**src/rtl/riscv_pkg.sv**
```systemverilog
// riscv_pkg: shared opcode constants, NOP encoding and fetch FSM state type.
package riscv_pkg;
    localparam logic [6:0] OP_R       = 7'b0110011;
    localparam logic [6:0] OP_I       = 7'b0010011;
    localparam logic [6:0] OP_I_LOAD  = 7'b0000011;
    localparam logic [6:0] OP_I_JALR  = 7'b1100111;
    localparam logic [6:0] OP_S       = 7'b0100011;
    localparam logic [6:0] OP_SB      = 7'b1100011;
    localparam logic [6:0] OP_U_AUIPC = 7'b0010111;
    localparam logic [6:0] OP_U_LUI   = 7'b0110111;
    localparam logic [6:0] OP_UJ_JAL  = 7'b1101111;

    localparam logic [31:0] NOP_INSTR = 32'h0000_0013;

    typedef enum logic [2:0] {
        IDLE,
        REQ,
        WAIT,
        DRAIN,
        HOLD
    } fetch_state_t;
endpackage

```
**src/rtl/pc_register.sv**
```systemverilog
// pc_register: program counter with async reset, +4 increment and word-aligned redirect load.
// Ports: clk, rst (async, active-high), en (increment), load (redirect), load_pc (target), pc (current).
module pc_register #(
    parameter int               XLEN     = 32,
    parameter logic [XLEN-1:0] RESET_PC = '0
) (
    input  logic            clk,
    input  logic            rst,
    input  logic            en,
    input  logic            load,
    input  logic [XLEN-1:0] load_pc,
    output logic [XLEN-1:0] pc
);
    // load wins over increment; low two bits of the target are forced to zero
    always_ff @(posedge clk or posedge rst)
        if (rst) pc <= RESET_PC;
        else if (load) pc <= load_pc & ~XLEN'(3);
        else if (en) pc <= pc + XLEN'(4);
endmodule

```
**src/rtl/instruction_fetch.sv**
```systemverilog
// instruction_fetch: PC, one-outstanding imem request handshake and instruction register.
// Ports: clk, rst (async, active-high); imem_req_valid/ready/addr request channel;
// imem_rsp_valid/data response channel; redirect_valid/redirect_pc; stall;
// instr_valid, instr, instr_pc, opcode towards decode.
module instruction_fetch
    import riscv_pkg::*;
#(
    parameter int               XLEN     = 32,
    parameter logic [XLEN-1:0] RESET_PC = 32'h0000_0000
) (
    input  logic            clk,
    input  logic            rst,
    output logic            imem_req_valid,
    input  logic            imem_req_ready,
    output logic [XLEN-1:0] imem_addr,
    input  logic            imem_rsp_valid,
    input  logic [31:0]     imem_rsp_data,
    input  logic            redirect_valid,
    input  logic [XLEN-1:0] redirect_pc,
    input  logic            stall,
    output logic            instr_valid,
    output logic [31:0]     instr,
    output logic [XLEN-1:0] instr_pc,
    output logic [6:0]      opcode
);
    fetch_state_t    state, state_next;
    logic [XLEN-1:0] pc;
    logic            capture;

    // a redirect in the response cycle discards the word
    assign capture = state == WAIT && imem_rsp_valid && !redirect_valid;

    pc_register #(.XLEN(XLEN), .RESET_PC(RESET_PC)) u_pc (
        .clk     (clk),
        .rst     (rst),
        .en      (capture),
        .load    (redirect_valid),
        .load_pc (redirect_pc),
        .pc      (pc)
    );

    // a request accepted alongside a redirect still owes a response, hence DRAIN
    always_comb begin
        state_next = state;
        case (state)
            IDLE:    state_next = REQ;
            REQ:     state_next = imem_req_ready ? (redirect_valid ? DRAIN : WAIT) : REQ;
            WAIT:    state_next = imem_rsp_valid ? (redirect_valid ? REQ : HOLD)
                                                 : (redirect_valid ? DRAIN : WAIT);
            HOLD:    state_next = (redirect_valid || !stall) ? REQ : HOLD;
            DRAIN:   state_next = imem_rsp_valid ? REQ : DRAIN;
            default: state_next = IDLE;
        endcase
    end

    always_ff @(posedge clk or posedge rst)
        if (rst) begin
            state       <= IDLE;
            instr_valid <= 1'b0;
            instr       <= NOP_INSTR;
            instr_pc    <= RESET_PC;
        end else begin
            state       <= state_next;
            instr_valid <= state_next == HOLD;
            if (capture) begin
                instr    <= imem_rsp_data;
                instr_pc <= pc;
            end
        end

    assign imem_req_valid = state == REQ;
    assign imem_addr      = pc;
    assign opcode         = instr[6:0];
endmodule

```
**config.mk**
```make
export PLATFORM = sky130hd
export DESIGN_NAME = instruction_fetch
export DESIGN_NICKNAME = d
export VERILOG_FILES = /design/src/rtl/riscv_pkg.sv /design/src/rtl/pc_register.sv /design/src/rtl/instruction_fetch.sv
export SDC_FILE = /design/constraint.sdc
export NUM_CORES = 1
export LEC_CHECK = 0
export BUFFER_PORTS_ARGS = -buffer_cell sky130_fd_sc_hd__buf_2
export CAP_MARGIN = 25
export CORE_ASPECT_RATIO = 1.1
export CORE_UTILIZATION = 52
export DETAILED_ROUTE_END_ITERATION = 6
export HOLD_SLACK_MARGIN = 0.05
export PLACE_DENSITY_LB_ADDON = 0.2
export SYNTH_ARGS = -nofsm -noshare
export SYNTH_HDL_FRONTEND = slang
export SYNTH_SLANG_ARGS = --single-unit
```
**constraint.sdc**
```tcl
create_clock -name clk -period 7.2 [get_ports clk]
set_clock_uncertainty 0.15 [all_clocks]
set_input_delay 1.44 -clock clk [delete_from_list [all_inputs] [get_ports clk]]
set_output_delay 1.44 -clock clk [all_outputs]
set_load 0.05 [all_outputs]
```
==> results.yml, run 1 <==
drt:
  dr.pass1.iters: 4
  final_wirelength_mm: 9.55
  final_antenna_net_count: 0
  drc: 0
  avgRoutedWirePerCell_um: 14.9
  dr_total_vias: 3436
  mean_number_of_vias_per_cell: 5.34
  detail_route.iter0.violations: 129
worst_setup_path:
  timing.critical_path.fanout_max: 20
  timing.critical_path.required_ns: 7.33
  setup.worst_path.class: "in -> reg"
  critPathLaunchType: "input pin"
  critPathArrivalTime_ns: 3.48
  critPathCaptureType: "flip-flop"
final_layout:
  layout_cells_sized_above_1: 0.482
  n_antenna_cell: 0
  num-nets-final: 601
  layout_commonest_cell: "sky130_fd_sc_hd__buf_2"
  layout_common_cells: "sky130_fd_sc_hd__buf_2, sky130_fd_sc_hd__dfrtp_1, sky130_fd_sc_hd__mux2_2, sky130_fd_sc_hd__o21ai_0, sky130_fd_sc_hd__nor2_1"
  finish.instance_area_um2: 5450
  area_growth_syn_to_layout_pct: 24.6
cts:
  worst_skew_pair.late_latency_ns: 0.36
  numCtsBuffers: 9
  clk_root_buf: "sky130_fd_sc_hd__clkbuf_8"
  post_cts_resized: 0
  cts.clk_slew.worst_paths_ns: 0.09
  post_cts_buffers: 0
  cts-htree-levels: 3
  tritoncts: "yes"
  clock_path_buffers: 2
  clock_sink_count: 96
  post_cts_hold_buffer_count: 0
floorplan:
  die-width_um: 89.5
  core-area_um2: 8040
  die_h_um: 98.2
  initial_core_util: 0.545
  design.die.area_um2: 8790
  num_rows: 34
  top_level_ports: 175
timing:
  fmax_mhz: 298
  ratio_of_final_minimum_period_to_clock_period: 0.466
  setup_violations: 0
  final.min_clock_period_ns: 3.36
  grt_setup_unrepaired: "no"
  max_slew_headroom: 0.402
  final_hold_viol_count: 0
  timing.final.max_slew_violations: 0
  worstMarginPinSlew_ns: 0.897
  fin_tns_setup_ns: 0
hold_path:
  hold_class: "reg -> reg"
synthesis:
  synth.area.mux_share: 0.164
  synthFlopType: "sky130_fd_sc_hd__dfrtp_1"
  synth-adder-area-share: 0.00286
  syn_area_per_cell_um2: 11.7
  ys_ff_latch: 96
  combinational_family_with_the_most_area_after_synthesis: "multiplexers"
  synth_compound_area_frac: 0.0760
  synth_cell_type_count: 43
  synth_sequential_area_ratio: 0.550
  netlist_area_um2: 4380
  synth_simple_gate_area_share: 0.144
  synth_xor_xnor_area_share: 0.0180
  synthesis.yosys.warnings: 0
  edff_count_synth: 0
  proportion_of_synthesized_flip_flops_having_asynchronous_set_or_reset: 1.00
  syn_inst: 375
pwr:
  combPwrFrac: 0.488
  static-leakage-power_uw: 0.00263
  p_int_uw: 1200
  power.switching_uw: 1170
  p_sw_frac: 0.492
  worst_ir_drop_vdd_mv: 0.272
  total_power_uw: 2370
  clkPwrFrac: 0.163
  pwr_density_nw_per_um2: 435
  power.sequential.fraction: 0.349
place:
  postPlaceCellArea_um2: 5230
  post-dp-hpwl_mm: 6.86
  portBuffers: 168
  finalWeightedCongestion: 0.782
global_routing:
  grt_pass1_wl_mm: 15.7
  antenna_violations_before_repair: 0
  largest_net_degree_at_the_start_of_global_routing: 74
  gr-usage-all-layers: 0.230
  gr-total-overflow: 0
  first_global_vias: 3397
job:
  drv.max_cap_violation_count: 0
status:
  outcome: "finished clean"
==> worst paths after layout <==
kind / start / end / slack (ns) / cells past startpoint
setup / recovery: imem_rsp_valid / u_pc.pc[31]$_DFFE_PP0N_ / 3.84 / 6
hold / removal: instr_pc[11]$_DFFE_PP0P_ / instr_pc[11]$_DFFE_PP0P_ / 0.35 / 1
setup reg to reg: state[0]$_DFF_PP0_ / u_pc.pc[31]$_DFFE_PP0N_ / 4.55 / 5
hold reg to reg: instr_pc[11]$_DFFE_PP0P_ / instr_pc[11]$_DFFE_PP0P_ / 0.35 / 1
max in group asynchronous: rst / u_pc.pc[21]$_DFFE_PP0N_ / 4.82 / 3
min in group asynchronous: rst / instr[18]$_DFFE_PP0P_ / 0.88 / 2
==> critical path: stages <==
cell and delay, ns:
sky130_fd_sc_hd__buf_2 0.12, sky130_fd_sc_hd__nor4bb_1 0.27, sky130_fd_sc_hd__buf_4 0.20, sky130_fd_sc_hd__nand4_1 0.57
sky130_fd_sc_hd__or4_1 0.71, sky130_fd_sc_hd__a31oi_1 0.17
==> power by group through the flow <==
| stage | Combinational [uW] | Sequential (uW) | Clock [uW] |
|---|---|---|---|
| global route | 1210 | 855 | 417 |
| global placement | 1150 | 825 | 0 |
| CTS | 1170 | 828 | 396 |
| finish | 1160 | 827 | 387 |
| detailed placement | 1170 | 838 | 0 |
| floorplan | 308 | 1450 | 0 |
==> layout make-up <==
type                            instances  area [um2]
Inverter                                7        28.8
Clock inverter                          6        92.6
Timing Repair Buffer                  172         871
Tap cell                              108         135
Clock buffer                           10         128
Multi-Input combinational cell        244        1790
Fill cell                             652        2590
Sequential cell                        96        2410
==> metal layers <==
metal / share of wire / GRT usage / wire, um / up-vias
met4: 0.023 / 0.0855 / 216 / 0
met1: 0.42 / 0.283 / 4020 / 1644
met3: 0.065 / 0.0600 / 621 / 16
met2: 0.49 / 0.386 / 4690 / 123
met5: 0 / 0 / 0 / -
li1: - / - / - / 1653
==> cells in the mapped netlist, types with 2 or more instances <==
| master | instances | area [um2] |
|---|---|---|
| sky130_fd_sc_hd__dfrtp_1 | 93 | 2330 |
| sky130_fd_sc_hd__nand4_1 | 8 | 50.1 |
| sky130_fd_sc_hd__dfstp_2 | 3 | 78.8 |
| sky130_fd_sc_hd__nand2_1 | 21 | 78.8 |
| sky130_fd_sc_hd__or4_1 | 8 | 60.1 |
| sky130_fd_sc_hd__and2_1 | 4 | 25.0 |
| sky130_fd_sc_hd__or3_1 | 10 | 62.6 |
| sky130_fd_sc_hd__mux2_2 | 63 | 709 |
| sky130_fd_sc_hd__clkbuf_1 | 11 | 41.3 |
| sky130_fd_sc_hd__buf_4 | 11 | 82.6 |
| sky130_fd_sc_hd__o311a_1 | 2 | 20.0 |
| sky130_fd_sc_hd__inv_1 | 7 | 26.3 |
| sky130_fd_sc_hd__nor4_1 | 2 | 12.5 |
| sky130_fd_sc_hd__o31ai_1 | 6 | 45.0 |
| sky130_fd_sc_hd__nor3_1 | 6 | 30.0 |
| sky130_fd_sc_hd__buf_2 | 9 | 45.0 |
| sky130_fd_sc_hd__a221o_1 | 2 | 20.0 |
| sky130_fd_sc_hd__nand3_1 | 12 | 60.1 |
| sky130_fd_sc_hd__and3_1 | 2 | 12.5 |
| sky130_fd_sc_hd__and4_1 | 5 | 43.8 |
| sky130_fd_sc_hd__nor2_1 | 23 | 86.3 |
| sky130_fd_sc_hd__o21ai_0 | 23 | 115 |
| sky130_fd_sc_hd__a22oi_1 | 2 | 15.0 |
| sky130_fd_sc_hd__xor2_1 | 3 | 26.3 |
| sky130_fd_sc_hd__xnor2_1 | 6 | 52.6 |
| sky130_fd_sc_hd__a31oi_1 | 14 | 87.6 |
| sky130_fd_sc_hd__nor2b_1 | 3 | 18.8 |
==> per-stage QoR <==
stage	util	setup WS [ns]	hold slack [ns]	instances
final	0.678	3.84	0.355	643
after global routing	0.678	3.60	0.366	643
after CTS	0.678	3.88	0.361	643
after detailed placement	0.651	3.49	0.340	627
after global placement	0.651	3.54	0.333	627
after floorplan	-	3.11	0.345	378
==> sequential cells by signal (all words and copies together) (netlist names) <==
name	flops
instr	32
u_pc.pc	30
instr_valid	1
instr_pc	30
state	3
==> kinds of logic after synthesis <==
family                   count (synthesis)
AO/OA/AOI/OAI                           53
XOR/XNOR                                 9
adder cells (fa/ha/maj)                  1
buffers and inverters                   38
flip-flops                              96
multiplexers                            64
other                                    1
AND/OR/NAND/NOR                        113
Note: power is estimated with default switching activity, not from simulation.
==> run 2: changes to the inputs <==
ABC_AREA = 1   (was unset)
CORE_UTILIZATION = 50   (was 52)
clock period = 3.4 ns   (was 7.2 ns; I/O delays follow)
==> run 2 against run 1 <==
  * Area after synthesis grew 7.5%
  * Count of clock-buffer cells in the layout grew 4
  * Final cell count grew 36%
  * Setup slack lost 2.6 ns
  * Synthesized cell count grew 61%
  * Total power grew 140%
  * Critical endpoint is now imem_req_valid
  * Largest power group unchanged
==> results.yml, run 2 <==
status:
  outcome: "finished clean"
synthesis:
  cell_types_with_the_largest_area_share_after_synthesis: "sky130_fd_sc_hd__dfrtp_1, sky130_fd_sc_hd__nand2_1, sky130_fd_sc_hd__nor2_1"
  yosys.cell_count.top_type: "sky130_fd_sc_hd__nand2_1"
  syn_area_per_cell_um2: 7.82
  synthesis.yosys.warnings: 0
  syn_inst: 602
  post_synth_most_frequent_cells: "sky130_fd_sc_hd__nand2_1, sky130_fd_sc_hd__dfrtp_1, sky130_fd_sc_hd__nor2_1, sky130_fd_sc_hd__o21ai_0, sky130_fd_sc_hd__inv_1"
  synth_cell_type_count: 33
  yosys.area.top_type_share: 0.495
  ys_ff_latch: 96
  synth_sequential_area_ratio: 0.511
  synth_area_leader_cell: "sky130_fd_sc_hd__dfrtp_1"
  edff_count_synth: 0
  netlist_area_um2: 4710
  synthFlopType: "sky130_fd_sc_hd__dfrtp_1"
  proportion_of_synthesized_flip_flops_having_asynchronous_set_or_reset: 1.00
worst_setup_path:
  timing.critical_path.from: "state[2]$_DFF_PP0_"
  setup.worst_path.class: "reg -> out"
  timing.critical_path.required_ns: 2.57
  critPathCaptureType: "output pin"
  critPathLaunchType: "flip-flop"
  timing.critical_path.fanout_max: 4
  launch_instance_of_the_worst_register_to_register_path: "state[2]$_DFF_PP0_"
  critPathArrivalTime_ns: 1.28
cts:
  cts-htree-levels: 3
  clk_root_buf: "sky130_fd_sc_hd__clkbuf_8"
  post_cts_buffers: 0
  cts.clk_slew.worst_paths_ns: 0.09
  tritoncts: "yes"
  post_cts_resized: 0
  post_cts_hold_buffer_count: 0
  numCtsBuffers: 9
  clock_sink_count: 96
  worst_skew_pair.late_latency_ns: 0.36
  clock_path_buffers: 2
place:
  post-dp-hpwl_mm: 8.99
  portBuffers: 168
  cell_total_after_placement: 861
  finalWeightedCongestion: 0.856
  dpl_ws_ns: 0.992
final_layout:
  layout_cells_sized_above_1: 0.286
  largest_registers_in_the_final_layout: "instr x32, instr_pc x30, u_pc.pc x30"
  n_antenna_cell: 0
  top_register_by_number_of_flip_flops: "instr"
  fill_cells: 791
  num-nets-final: 829
  finish.cell_count_without_fillers: 877
  layout_common_cells: "sky130_fd_sc_hd__nand2_1, sky130_fd_sc_hd__buf_2, sky130_fd_sc_hd__dfrtp_1, sky130_fd_sc_hd__nor2_1, sky130_fd_sc_hd__o21ai_0"
  largest_reg_flops: 32
  area_growth_syn_to_layout_pct: 23.1
  layout_commonest_cell: "sky130_fd_sc_hd__nand2_1"
pwr:
  pwr_density_nw_per_um2: 972
  worst_ir_drop_vdd_mv: 0.498
  static-leakage-power_uw: 0.00315
drt:
  dr_total_vias: 4454
  mean_number_of_vias_per_cell: 5.08
  avgRoutedWirePerCell_um: 14.1
  final_wirelength_mm: 12.4
  drc: 0
  detail_route.iter0.violations: 193
  dr.pass1.iters: 4
  final_antenna_net_count: 0
global_routing:
  antenna_violations_before_repair: 0
  gr-usage-all-layers: 0.262
  gr-total-overflow: 0
  first_global_vias: 4232
  grt_pass1_wl_mm: 20.0
  largest_net_degree_at_the_start_of_global_routing: 56
timing:
  timing.hold.ws_ns: 0.213
  timing.final.max_slew_violations: 0
  final_hold_viol_count: 0
  final.min_clock_period_ns: 2.11
  ratio_of_final_minimum_period_to_clock_period: 0.622
  max_slew_headroom: 0.544
  setup_ws_ns: 1.29
  fin_tns_setup_ns: 0
  worstMarginPinSlew_ns: 0.683
  setup_violations: 0
  fmax_mhz: 473
  grt_setup_unrepaired: "no"
floorplan:
  die-width_um: 94.5
  core-area_um2: 9010
  top_level_ports: 175
  initial_core_util: 0.522
  design.die.area_um2: 9800
  die_h_um: 104
  num_rows: 36
hold_path:
  hold_class: "in -> async"
job:
  drv.max_cap_violation_count: 0
-- run 2: logic make-up after synthesis --
| logic type | Yosys count | share of synthesized area |
|---|---|---|
| XOR/XNOR | 8 | 0.0149 |
| other | 1 | 0.000797 |
| AO/OA/AOI/OAI | 60 | 0.0710 |
| adder cells (fa/ha/maj) | 1 | 0.00266 |
| AND/OR/NAND/NOR | 362 | 0.328 |
| buffers and inverters | 74 | 0.0718 |
| flip-flops | 96 | 0.511 |
-- run 2: power breakdown --
part | internal [uW] | total [uW] | switching [uW] | leakage, uW
combinational | 616 | 2980 | 2370 | 0.00186
sequential | 1590 | 1880 | 289 | 0.00119
clock | 382 | 766 | 384 | 0.0000969
-- run 2: area by class of cell --
type | instances | area [um2] | area share
sequential | 96 | 2410 | 0.416
multi-input combinational | 435 | 1980 | 0.342
timing repair buffer | 175 | 906 | 0.156
clock buffer | 14 | 163 | 0.0281
inverter | 41 | 158 | 0.0272
tap | 114 | 143 | 0.0246
clock inverter | 2 | 37.5 | 0.00648
-- run 2: critical path, stage by stage (launching register included) --
cell,delay [ns]
sky130_fd_sc_hd__dfrtp_1,0.40
sky130_fd_sc_hd__inv_2,0.08
sky130_fd_sc_hd__nand2_1,0.06
sky130_fd_sc_hd__nor2_1,0.11
sky130_fd_sc_hd__buf_2,0.28
-- run 2: metrics by stage --
step	total power [uW]	utilization	area (um2)
2_1_floorplan	4230	-	4720
3_3_place_gp	4840	0.621	5590
3_5_place_dp	4900	0.621	5590
4_1_cts	5660	0.643	5790
5_1_grt	5940	0.643	5790
6_report	5630	0.643	5790
-- run 2: final timing paths --
kind	endpoint	slack, ns	cells past startpoint
setup / recovery	imem_req_valid	1.29	4
hold / removal	instr_pc[12]$_DFFE_PP0P_	0.21	2
setup reg to reg	instr[9]$_DFFE_PP0P_	1.33	8
hold reg to reg	instr[13]$_DFFE_PP0P_	0.33	2
max in group asynchronous	instr_pc[25]$_DFFE_PP0P_	2.21	3
min in group clk	instr[13]$_DFFE_PP0P_	0.33	2
-- run 2: metal layers --
| metal | share of wire | track usage | vias up |
|---|---|---|---|
| met5 | 0 | 0 | - |
| met4 | 0.026 | 0.121 | 0 |
| met3 | 0.070 | 0.0477 | 27 |
| met2 | 0.47 | 0.419 | 166 |
| met1 | 0.43 | 0.342 | 2079 |
| li1 | - | - | 2182 |
==> run 3: changes to the inputs <==
CORE_UTILIZATION = 45   (was 50)
clock period = 1.8 ns   (was 3.4 ns; I/O delays follow)
==> run 3 against run 2 <==
  * Sequential power grew 89%
  * Register-to-register slack got worse by 1.3 ns
  * Non-clock buffer count increased by 52
  * Wire length rose by 7.3%
  * Final cell count rose by 9.0%
  * Sequential cell count stayed put
  * Design area up 10%
  * Sequential share of layout area is 3.8 points lower
  * Die area grew 11%
  * Count of clock-buffer cells in the layout fell by 3
  * Via count increased by 5.2%
  * Highest routed layer unchanged
==> results.yml, run 3 (synthesized netlist as in run 2, its figures left out) <==
final_layout:
  layout_cells_sized_above_1: 0.306
  layout_common_cells: "sky130_fd_sc_hd__nand2_1, sky130_fd_sc_hd__buf_2, sky130_fd_sc_hd__dfrtp_1, sky130_fd_sc_hd__nor2_1, sky130_fd_sc_hd__o21ai_0"
  postLayoutCoreUtil: 0.637
  top_register_by_number_of_flip_flops: "instr"
  largest_registers_in_the_final_layout: "instr x32, instr_pc x30, u_pc.pc x30"
  largest_reg_flops: 32
  area_growth_syn_to_layout_pct: 35.9
  n_antenna_cell: 0
  fill_cells: 903
  layout_commonest_cell: "sky130_fd_sc_hd__nand2_1"
  finish.instance_area_um2: 6390
  num-nets-final: 882
pwr:
  static-leakage-power_uw: 0.00339
  worst_ir_drop_vdd_mv: 0.890
  pwr_density_nw_per_um2: 1690
worst_setup_path:
  setup.worst_path.class: "reg -> reg"
  reg2reg_setup_slack_ns: 0.05
  launch_instance_of_the_worst_register_to_register_path: "u_pc.pc[3]$_DFFE_PP0N_"
  worst_r2r_path_depth: 8
  critPathArrivalTime_ns: 1.86
  timing.critical_path.fanout_max: 6
  critPathLaunchType: "flip-flop"
  critPathCaptureType: "flip-flop"
  worst_r2r_endpoint: "u_pc.pc[12]$_DFFE_PP0N_"
  timing.critical_path.required_ns: 1.91
cts:
  numCtsBuffers: 9
  worst_skew_pair.late_latency_ns: 0.36
  clock_path_buffers: 2
  cts.clk_slew.worst_paths_ns: 0.09
  tritoncts: "yes"
  cts-htree-levels: 3
  clock_sink_count: 96
  clk_root_buf: "sky130_fd_sc_hd__clkbuf_8"
timing:
  timing.final.max_slew_violations: 0
  fmax_mhz: 571
  grt_setup_unrepaired: "yes"
  ratio_of_final_minimum_period_to_clock_period: 0.974
  setup_violations: 0
  final_hold_viol_count: 0
  timing.hold.ws_ns: 0.0656
  fin_tns_setup_ns: 0
  final.min_clock_period_ns: 1.75
drt:
  routedLengthMet1_mm: 5.54
  dr.max_layer_used: "met4"
  dr_wl_met2_mm: 6.68
  dr.pass1.iters: 4
  mean_number_of_vias_per_cell: 4.90
  dr_total_vias: 4687
  drc: 0
  final_wirelength_mm: 13.3
  avgRoutedWirePerCell_um: 13.9
  detail_route.iter0.violations: 246
  routed-wl-met3_um: 767
  final_antenna_net_count: 0
floorplan:
  top_level_ports: 175
  core-area_um2: 10000
  design.die.area_um2: 10900
  num_rows: 38
  die_h_um: 109
  initial_core_util: 0.469
  die-width_um: 99.5
global_routing:
  gr-usage-all-layers: 0.251
  antenna_violations_before_repair: 0
  first_global_vias: 4473
  gr-total-overflow: 0
  largest_net_degree_at_the_start_of_global_routing: 46
  grt_pass1_wl_mm: 21.1
hold_path:
  min_delay_path_depth: 3
  hold_class: "in -> reg"
  worst_hold_startpoint: "imem_rsp_data[25]"
  hold_path_end: "instr[25]$_DFFE_PP0P_"
status:
  outcome: "finished clean"
place:
  postPlaceCellArea_um2: 5780
  finalWeightedCongestion: 0.887
  portBuffers: 168
  post-dp-hpwl_mm: 9.55
job:
  drv.max_cap_violation_count: 0
==> run 3: changes by cell type in the layout (fill, tap and decap cells not counted), sizes merged <==
cell,previous run,this run
dlygate4sd3,0,33
inv,40,39
buf,175,194
clkbuf,14,11
clkinv,1,3
clkinvlp,1,4
==> run 3: layout make-up <==
type                            instances  area [um2]  share of cell area
Sequential cell                        96        2410               0.377
Inverter                               41         163              0.0254
Multi-Input combinational cell        435        2030               0.317
Timing Repair Buffer                  227        1420               0.222
Tap cell                              140         175              0.0274
Clock inverter                          5        56.3             0.00880
Clock buffer                           11         131              0.0205
Timing Repair inverter                  1        7.51             0.00117
==> run 3: worst max-delay path by stage <==
| stage | start | end | slack [ns] | cells past startpoint |
|---|---|---|---|---|
| final | u_pc.pc[3]$_DFFE_PP0N_ | u_pc.pc[12]$_DFFE_PP0N_ | 0.05 | 8 |
| after global routing | u_pc.pc[3]$_DFFE_PP0N_ | u_pc.pc[12]$_DFFE_PP0N_ | -0.01 | 8 |
| after CTS | state[2]$_DFF_PP0_ | imem_req_valid | 0.01 | 4 |
| after detailed placement | u_pc.pc[2]$_DFFE_PP0N_ | u_pc.pc[28]$_DFFE_PP0N_ | -0.01 | 8 |
| after global placement | u_pc.pc[2]$_DFFE_PP0N_ | u_pc.pc[28]$_DFFE_PP0N_ | 0.08 | 8 |
| after floorplan | u_pc.pc[5]$_DFFE_PP0N_ | u_pc.pc[28]$_DFFE_PP0N_ | 0.006 | 7 |
==> run 3: timing repair <==
| item | in CTS | in global routing |
|---|---|---|
| hold endpoints to repair | 125 | 0 |
| endpoints found under the setup margin | 3 | 12 |
| pin swaps | 0 | 3 |
| gates resized for setup | 2 | 13 |
| setup buffers | 0 | 5 |
| gates cloned | 0 | 1 |
| hold buffers | 33 | 0 |
==> run 3: metrics by stage <==
step	worst slack, ns	power (uW)	cells
global placement	0.0762	9220	901
finish	0.0472	10800	956
global route	-0.0103	11400	956
floorplan	0.00603	8000	605
detailed placement	-0.0103	9320	901
CTS	0.0101	10800	950
==> run 3: per-layer routing <==
layer | global-route usage | vias to the layer above
met1 | 0.300 | 2205
met5 | 0 | -
met3 | 0.0378 | 22
met2 | 0.446 | 170
li1 | - | 2290
met4 | 0.114 | 0
==> run 3: power breakdown <==
group	switching, uW	internal [uW]
Clock	765	645
Combinational	4550	1310
Sequential	539	3010
==> run 3: worst max-delay path: stages, from the launching register on <==
cell and delay [ns]:
sky130_fd_sc_hd__dfrtp_2 0.44, sky130_fd_sc_hd__ha_4 0.16, sky130_fd_sc_hd__nand2_4 0.05, sky130_fd_sc_hd__nor2_4 0.20
sky130_fd_sc_hd__nand2_2 0.13, sky130_fd_sc_hd__nor2_4 0.17, sky130_fd_sc_hd__buf_4 0.14, sky130_fd_sc_hd__xor2_1 0.14
sky130_fd_sc_hd__o21bai_1 0.07
